`src/rtl/palette_pkg.sv`:
```
// Shared types and constants for the palette arbiter: RGB entry layout,
// power-up palette contents and fade controller encoding.
package palette_pkg;

  typedef struct packed {
    logic [3:0] r;
    logic [3:0] g;
    logic [3:0] b;
  } rgb12_t;

  localparam rgb12_t DEFAULT_PALETTE [0:15] = '{
    12'h000, 12'h00A, 12'h0A0, 12'h0AA,
    12'hA00, 12'hA0A, 12'hA50, 12'hAAA,
    12'h555, 12'h55F, 12'h5F5, 12'h5FF,
    12'hF55, 12'hF5F, 12'hFF5, 12'hFFF
  };

  typedef enum logic [1:0] {
    F_IDLE = 2'd0,
    F_RUN  = 2'd1,
    F_DONE = 2'd2
  } fade_state_t;

  localparam logic [4:0] FADE_LEVEL_MAX = 5'd16;

endpackage

```
`src/rtl/rr_arbiter.sv`:
```
// Combinational round-robin arbiter: the first requester at or above ptr
// (wrapping at NUM_REQ) receives a one-hot grant.
module rr_arbiter #(
  parameter int NUM_REQ = 3,
  parameter int ID_W    = $clog2(NUM_REQ)
) (
  input  logic [NUM_REQ-1:0] req,
  input  logic [ID_W-1:0]    ptr,
  output logic [NUM_REQ-1:0] gnt
);

  logic found;

  // Scan offsets from ptr upward; modulo keeps non-power-of-two counts correct.
  always_comb begin
    gnt   = '0;
    found = 1'b0;
    for (int k = 0; k < NUM_REQ; k++) begin
      for (int i = 0; i < NUM_REQ; i++) begin
        if (!found && req[i] && (i == ((int'(ptr) + k) % NUM_REQ))) begin
          gnt[i] = 1'b1;
          found  = 1'b1;
        end
      end
    end
  end

endmodule

```
`src/rtl/palette_arbiter.sv`:
```
// Shared 12-bit RGB palette with round-robin read port and fairly interleaved
// reload writes. Define PALETTE_FADE_EN to add the brightness fade controller.
module palette_arbiter
  import palette_pkg::*;
#(
  parameter int NUM_REQ = 3,
  parameter int IDX_W   = 4,
  parameter int ID_W    = $clog2(NUM_REQ)
`ifdef PALETTE_FADE_EN
  , parameter logic [15:0] FADE_DIV = 16'd50000
`endif
) (
  input  logic                     Clk,
  input  logic                     Reset_n,
  input  logic [NUM_REQ-1:0]       req,
  input  logic [NUM_REQ*IDX_W-1:0] index,
  output logic [NUM_REQ-1:0]       gnt,
  output logic                     rsp_valid,
  output logic [ID_W-1:0]          rsp_id,
  output logic [3:0]               red,
  output logic [3:0]               green,
  output logic [3:0]               blue,
  input  logic                     wr_en,
  input  logic [IDX_W-1:0]         wr_addr,
  input  logic [11:0]              wr_data,
  output logic                     wr_ready,
  output logic                     busy
`ifdef PALETTE_FADE_EN
  , input  logic                   fade_start
  , input  logic                   fade_dir
  , output logic                   fade_done
`endif
);

  localparam int ENTRIES = 2**IDX_W;

  logic [NUM_REQ-1:0] rr_gnt;
  logic               any_req;
  logic               wr_accept;
  logic               read_slot;
  logic [ID_W-1:0]    gnt_idx;
  logic [IDX_W-1:0]   gnt_index;

  logic [ID_W-1:0]    rr_ptr_q, rr_ptr_d;
  logic               last_was_write_q, last_was_write_d;
  rgb12_t             pal_q [ENTRIES];
  rgb12_t             pal_d [ENTRIES];
  logic               rsp_valid_q, rsp_valid_d;
  logic [ID_W-1:0]    rsp_id_q, rsp_id_d;
  rgb12_t             rsp_rgb_q, rsp_rgb_d;
  logic               busy_q, busy_d;

  rr_arbiter #(
    .NUM_REQ (NUM_REQ),
    .ID_W    (ID_W)
  ) u_rr (
    .req (req),
    .ptr (rr_ptr_q),
    .gnt (rr_gnt)
  );

  // A write yields its slot to a pending read right after a previous write,
  // so neither side can starve the other.
  always_comb begin
    any_req   = |req;
    wr_ready  = Reset_n && !(any_req && last_was_write_q);
    wr_accept = wr_en && wr_ready;
    read_slot = Reset_n && any_req && !wr_accept;
    gnt       = read_slot ? rr_gnt : '0;
  end

  always_comb begin
    gnt_idx   = '0;
    gnt_index = '0;
    for (int i = 0; i < NUM_REQ; i++) begin
      if (rr_gnt[i]) begin
        gnt_idx   = ID_W'(i);
        gnt_index = index[i*IDX_W +: IDX_W];
      end
    end
  end

  always_comb begin
    pal_d = pal_q;
    if (wr_accept) begin
      pal_d[wr_addr] = rgb12_t'(wr_data);
    end
  end

  always_comb begin
    rr_ptr_d         = rr_ptr_q;
    rsp_valid_d      = read_slot;
    rsp_id_d         = rsp_id_q;
    rsp_rgb_d        = rsp_rgb_q;
    last_was_write_d = wr_accept;
    busy_d           = any_req | wr_en;
    if (read_slot) begin
      rr_ptr_d  = (gnt_idx == ID_W'(NUM_REQ-1)) ? '0 : gnt_idx + ID_W'(1);
      rsp_id_d  = gnt_idx;
      rsp_rgb_d = pal_q[gnt_index];
    end
  end

  always_ff @(posedge Clk or negedge Reset_n) begin
    if (!Reset_n) begin
      for (int i = 0; i < ENTRIES; i++) begin
        pal_q[i] <= DEFAULT_PALETTE[i[3:0]];
      end
    end else begin
      pal_q <= pal_d;
    end
  end

  always_ff @(posedge Clk or negedge Reset_n) begin
    if (!Reset_n) begin
      rr_ptr_q         <= '0;
      last_was_write_q <= 1'b0;
      rsp_valid_q      <= 1'b0;
      rsp_id_q         <= '0;
      rsp_rgb_q        <= '0;
      busy_q           <= 1'b0;
    end else begin
      rr_ptr_q         <= rr_ptr_d;
      last_was_write_q <= last_was_write_d;
      rsp_valid_q      <= rsp_valid_d;
      rsp_id_q         <= rsp_id_d;
      rsp_rgb_q        <= rsp_rgb_d;
      busy_q           <= busy_d;
    end
  end

  assign rsp_valid = rsp_valid_q;
  assign rsp_id    = rsp_id_q;
  assign busy      = busy_q;

`ifdef PALETTE_FADE_EN
  fade_state_t fstate_q, fstate_d;
  logic        fdir_q, fdir_d;
  logic [4:0]  level_q, level_d;
  logic [15:0] div_q, div_d;

  function automatic logic [3:0] scale(input logic [3:0] c, input logic [4:0] lvl);
    logic [7:0] p;
    p = 8'(c) * 8'(lvl);
    return 4'(p >> 4);
  endfunction

  // fade_start while running restarts the divider from the current level.
  always_comb begin
    fstate_d = fstate_q;
    fdir_d   = fdir_q;
    level_d  = level_q;
    div_d    = div_q;
    case (fstate_q)
      F_IDLE: begin
        if (fade_start) begin
          fstate_d = F_RUN;
          fdir_d   = fade_dir;
          div_d    = '0;
        end
      end
      F_RUN: begin
        if (fade_start) begin
          fdir_d = fade_dir;
          div_d  = '0;
        end else if (div_q >= FADE_DIV - 16'd1) begin
          div_d = '0;
          if (fdir_q && level_q != 5'd0) begin
            level_d = level_q - 5'd1;
          end else if (!fdir_q && level_q != FADE_LEVEL_MAX) begin
            level_d = level_q + 5'd1;
          end
          if (level_d == (fdir_q ? 5'd0 : FADE_LEVEL_MAX)) begin
            fstate_d = F_DONE;
          end
        end else begin
          div_d = div_q + 16'd1;
        end
      end
      F_DONE:  fstate_d = F_IDLE;
      default: fstate_d = F_IDLE;
    endcase
  end

  always_ff @(posedge Clk or negedge Reset_n) begin
    if (!Reset_n) begin
      fstate_q <= F_IDLE;
      fdir_q   <= 1'b0;
      level_q  <= FADE_LEVEL_MAX;
      div_q    <= '0;
    end else begin
      fstate_q <= fstate_d;
      fdir_q   <= fdir_d;
      level_q  <= level_d;
      div_q    <= div_d;
    end
  end

  assign fade_done = (fstate_q == F_DONE);
  assign red       = scale(rsp_rgb_q.r, level_q);
  assign green     = scale(rsp_rgb_q.g, level_q);
  assign blue      = scale(rsp_rgb_q.b, level_q);
`else
  assign red   = rsp_rgb_q.r;
  assign green = rsp_rgb_q.g;
  assign blue  = rsp_rgb_q.b;
`endif

endmodule

```
`config.mk`:
```
export PLATFORM = sky130hd
export DESIGN_NAME = palette_arbiter
export DESIGN_NICKNAME = d
export VERILOG_FILES = /design/src/rtl/palette_pkg.sv /design/src/rtl/rr_arbiter.sv /design/src/rtl/palette_arbiter.sv
export SDC_FILE = /design/constraint.sdc
export NUM_CORES = 1
export LEC_CHECK = 0
export ABC_AREA = 1
export CORE_AREA = 2 2 171 106
export CTS_BUF_LIST = sky130_fd_sc_hd__clkbuf_4
export CTS_CLUSTER_SIZE = 25
export DETAILED_ROUTE_END_ITERATION = 8
export DIE_AREA = 0 0 173 108
export HOLD_SLACK_MARGIN = 0.02
export PLACE_DENSITY = 0.86
export SYNTH_ARGS = -nofsm -noshare
export SYNTH_HDL_FRONTEND = slang
export SYNTH_SLANG_ARGS = --single-unit
export TNS_END_PERCENT = 10
```
`constraint.sdc`:
```
create_clock -name Clk -period 2.8 [get_ports Clk]
set_input_delay 0.42 -clock Clk [delete_from_list [all_inputs] [get_ports Clk]]
set_output_delay 0.42 -clock Clk [all_outputs]
set_load 0.005 [all_outputs]
```
* Yosys cells after proc, flatten, opt, wreduce, memory -nomap -nowiden
Index checks and enable logic that the tools add are counted.
** Storage, ports and cells
- Bits in registers :: 211
- Bits of input ports :: 34
- Output and inout port bits :: 20
- Word-level logic and storage cells :: 141
** Cells by class
- Add/subtract/negate cells :: 3
- Divide/modulo/power cells :: 3
- Order comparisons :: 3
- Equality and inequality tests :: 7
- Multiplexer cells :: 29
- Bitwise logic cells :: 3
- Reduce and logical (&&, ||, !) cells :: 37
** Operators by type and width (count)
- $bwmux 192 :: 1
- $eq 2x32->1 const A :: 3
- $eq 3x32->1 const A :: 3
- $logic_not 32->1 :: 3
- $mod 32x3->32 const B :: 2
- $bmux 12 s4 :: 1
- $demux 12 s4 :: 1
- $mux 12 :: 3
- $mod 3x3->32 const B :: 1
- $logic_and 1x1->1 :: 23
- $mux 1 :: 17
- $mux 4 :: 3
- $ge 5x5->1 const B :: 2
- $logic_not 1->1 :: 10
- $not 4->5 :: 2
- $lt 5x1->1 const B :: 1
- $mux 2 :: 2
- $add 2x1->3 const B :: 1
- $add 2x2->3 const B :: 1
- $mux 3 :: 1
- $reduce_or 3->1 :: 1
- $add 2x1->2 const B :: 1
- $eq 2x2->1 const B :: 1
- $or 1x1->1 :: 1

* Logic depth before layout (Yosys ltp)
- Depth after elaboration :: 41
- Mapped depth :: 21
- Mapped depth without buffers :: 20

* Hierarchy
From an unflattened synthesis, not the netlist that was laid out.
** Unflattened totals
- Cells, all modules :: 1375
- Area total of the unflattened synthesis :: 10622.7 um2
** Modules (own cells, without submodules)
- palette_arbiter :: times used 1, cells each 1338, area each 10436.3 um2, sequential area each 5375.2 um2
- rr_arbiter :: times used 1, cells each 37, area each 186.4 um2, sequential area each 0.0 um2

* Least setup slack after synthesis
Ideal clock, no wire load.
- Path type :: register to register
- From :: register rsp_id[0] (netlist name)
- To :: register rsp_rgb_q, in the netlist blue[1]
- Library setup time :: 0.117 ns
- Arrival time :: 2.206 ns
- Data required time :: 2.683 ns
- Setup slack :: 0.477 ns
- Stages on the path, launching flop included :: 16
- Path buffers :: 1
- Clock period less this slack :: 2.323 ns
- Path through :: dfrtp_1 inv_1 ha_1 nand2_1 nand2_2 nor2_4 nand3_1 nor2_4 nor2_8 o21ai_2 clkbuf_1 nand3_1 nand3_1 nand2_1 nand2_1 nand2_1
** RTL lines
- to (signal assigned) :: RTL line palette_arbiter.sv:127 : rsp_rgb_q <= rsp_rgb_d;
- to (decl) :: RTL line palette_arbiter.sv:50 : rgb12_t rsp_rgb_q, rsp_rgb_d;

==> flow_metrics.env <==
export IMPL_grt_pass1_wl_mm=48.31
export IMPL_cp_data_required_time_ns=2.38
export IMPL_slew_violations=0
export IMPL_track_usage=0.3255
export IMPL_ys_warn_count=0
export IMPL_clock_root_buffer="clkbuf_4"
export IMPL_worst_path_largest_cell_delay_ns=0.38
export IMPL_synth_cell_type_count=31
export IMPL_relSlewSlack=0.2771
export IMPL_gr_total_overflow=0
export IMPL_grt_max_degree=188
export IMPL_antenna_found_initial=0
export IMPL_crit_arrival_ns=2.34
export IMPL_fin_ws_ns=0.03958
export IMPL_core_mm2=0.01694
export IMPL_drt_total_wl_mm=29.68
export IMPL_hpwl_mm=18.99
export IMPL_ios=54
export IMPL_place_area_mm2=0.01161
export IMPL_p_seq_frac=0.282
export IMPL_grt_pass1_vias=9491
export IMPL_mostFrequentLayoutCells="395 x nand2_1, 226 x nand3_1, 186 x o21ai_0"
export IMPL_via_per_inst=5.780
export IMPL_yosysSeqAreaShare=0.5069
export IMPL_avgRoutedWirePerCell_um=17.41
export IMPL_start_kind="register"
export IMPL_worstMarginPinSlew_ns=1.084
export IMPL_hold_class="in2async"
export IMPL_syn_area_per_cell_um2=7.774
export IMPL_routabilityCongestion=0.8677
export IMPL_die_area_mm2=0.01868
export IMPL_numCtsBuffers=48
export IMPL_whs_ns=0.2309
export IMPL_finalInstanceArea_mm2=0.01233
export IMPL_rows=37
export IMPL_setup_violations_final=0
export IMPL_drtPass1Iterations=6
export IMPL_antenna_left=0
export IMPL_final_common_cell="nand2_1"
export IMPL_min_period_ns=2.760
export IMPL_cp_cell_sequence="inv_2 > ha_4 > nand2_2 > nand2_2 > nor2_4 > nand4_1 > nand2_2 > inv_1 > nor2_2 > dlygate4sd2_1"
export IMPL_swShare=0.4426
export IMPL_syn_inst=1364
export IMPL_port_buffers=53
export IMPL_place_ws_ns=-0.09326
export IMPL_rsz0062_at_grt="true"
export IMPL_final_util=0.7277
export IMPL_drcViolationCount=0
export IMPL_irDropWorstVdd_uv=893.3
export IMPL_crit_fanout=5
export IMPL_cp_slowest_cell="dfrtp_1"
export IMPL_skew_ns=0.03508
export IMPL_htree_levels=2
export IMPL_critPathKind="reg2out"
export IMPL_crit_top_cell="nand2_2"
export IMPL_area_delta_synth_final_pct=16.27
export IMPL_maxCapViolCount=0
export IMPL_tritoncts="yes"
export IMPL_power_frac_comb=0.550
export IMPL_diodes=0
export IMPL_die_height_um=108
export IMPL_clkSlewWorstSetupHoldPaths_ns=0.07
export IMPL_status="finished, final reports clean"
export IMPL_timing_final_crit_share=0.9859
export IMPL_fmax_ghz=0.3623
export IMPL_final_nets=1468
export IMPL_detailroute_via_count=9849
export IMPL_clkPwrFrac=0.168
export IMPL_synth_seq_cells=210
export IMPL_clock_sinks=210
export IMPL_drtIter0Drc=1172
export IMPL_drive_above_1_share=0.1714
export IMPL_syn_cell_area_mm2=0.01060
export IMPL_hold_violations=0
export IMPL_crit_path_end_kind="output port"
export IMPL_clock_latency_ns=0.66
export IMPL_clockBufferDepth=3
export IMPL_power_switching_w=0.006589
export IMPL_syn_nets=1400
export IMPL_die_x_um=173
export IMPL_power_leakage_nw=5.859
export IMPL_initial_core_util=0.6258
export IMPL_p_int_w=0.008299
export IMPL_power_density_mw_per_mm2=1208
## stage by stage
step / std cells / total power, W / setup TNS [ns]
finish: 1704 / 0.01489 / 0
global route: 1704 / 0.01593 / -0.09487
CTS: 1704 / 0.01469 / 0
detailed placement: 1613 / 0.01207 / -1.187
global placement: 1613 / 0.01186 / -0.1693
floorplan: 1364 / 0.009392 / 0
## final timing paths
kind                                  start          endpoint  slack [ns]  cells after the start
min in group Clk                      wr_en              busy        0.43                      2
worst min-delay path                Reset_n  last_was_write_q        0.23                      2
worst max-delay path              rsp_id[0]            gnt[1]        0.04                     10
max in group asynchronous           Reset_n         pal_q[39]        1.28                      3
worst min register to register    pal_q[96]         pal_q[96]        0.48                      2
worst max register to register  rr_ptr_q[0]           blue[0]        0.19                     17
## metal layers
| layer | part of all wire | up-vias | GRT usage | wire length (um) |
|---|---|---|---|---|
| li1 | - | 4526 | - | - |
| met1 | 0.42 | 4649 | 0.4541 | 12570 |
| met2 | 0.44 | 601 | 0.4977 | 13080 |
| met3 | 0.11 | 73 | 0.07771 | 3268 |
| met4 | 0.026 | 0 | 0.1301 | 759 |
| met5 | 0 | - | 0 | 0 |
## power by group through the flow
| stage | Combinational (W) | Clock [W] | Sequential, W |
|---|---|---|---|
| 5_1_grt | 0.00898 | 0.00270 | 0.00425 |
| 3_3_place_gp | 0.00767 | 0 | 0.00420 |
| 4_1_cts | 0.00797 | 0.00254 | 0.00418 |
| 2_1_floorplan | 0.00529 | 0 | 0.00410 |
| 3_5_place_dp | 0.00786 | 0 | 0.00422 |
| 6_report | 0.00819 | 0.00251 | 0.00419 |
## cell families (layout without fill, tap and decap cells)
logic type                 after synthesis  count (layout)  synth area share
adders and majority gates                2               2          0.002360
DFF                                    210             210            0.5069
and+or+nand+nor                        689             689            0.2904
AOI/OAI and AO/OA                      204             204           0.09947
buffers and inverters                  259             365            0.1009
## layout make-up
class	count	area (um^2)
clock buffers	72	540.5
clock inverters	16	87.58
fillers	1314	4614
inverters	166	623.1
multi-input cells	895	4233
flip-flops and latches	210	5375
well taps	234	292.8
repair buffers	111	1177
## worst max-delay path, delay by kind of cell, from the launching register on
family        cells  cell delay, ns
flops             1            0.38
buf+inv           3            0.42
simple gates      6            0.70
fa+ha+maj         1            0.22
## registers in the layout, summed over array words and instances (netlist names)
register	flops
blue	4
busy	1
green	4
last_was_write_q	1
pal_q	192
red	4
rr_ptr_q	1
rsp_id	2
rsp_valid	1
## timing repair
item                                   4_1_cts  5_1_grt
hold buffers                                 1        0
endpoints found under the hold margin       23        0
gates resized for setup                     13        4
setup endpoints to repair                    3        6
pin swaps                                    2        1
buffers inserted                             2        0
## synthesized netlist by cell type (all sizes together)
library cell	count	area, um^2
o21bai	2	26.28
nand3b	36	270.3
a21boi	1	7.510
a211oi	1	7.510
o21ai	197	993.5
or2	2	12.51
nand4	3	18.77
ha	2	25.02
clkbuf	52	195.2
dfrtp	114	2853
inv	166	623.1
a21oi	2	13.76
a31oi	1	6.260
dfstp	96	2522
nand3	229	1159
nand2	400	1514
nor2	19	105.1
buf	41	251.5
(Power assumes the default switching activity.)
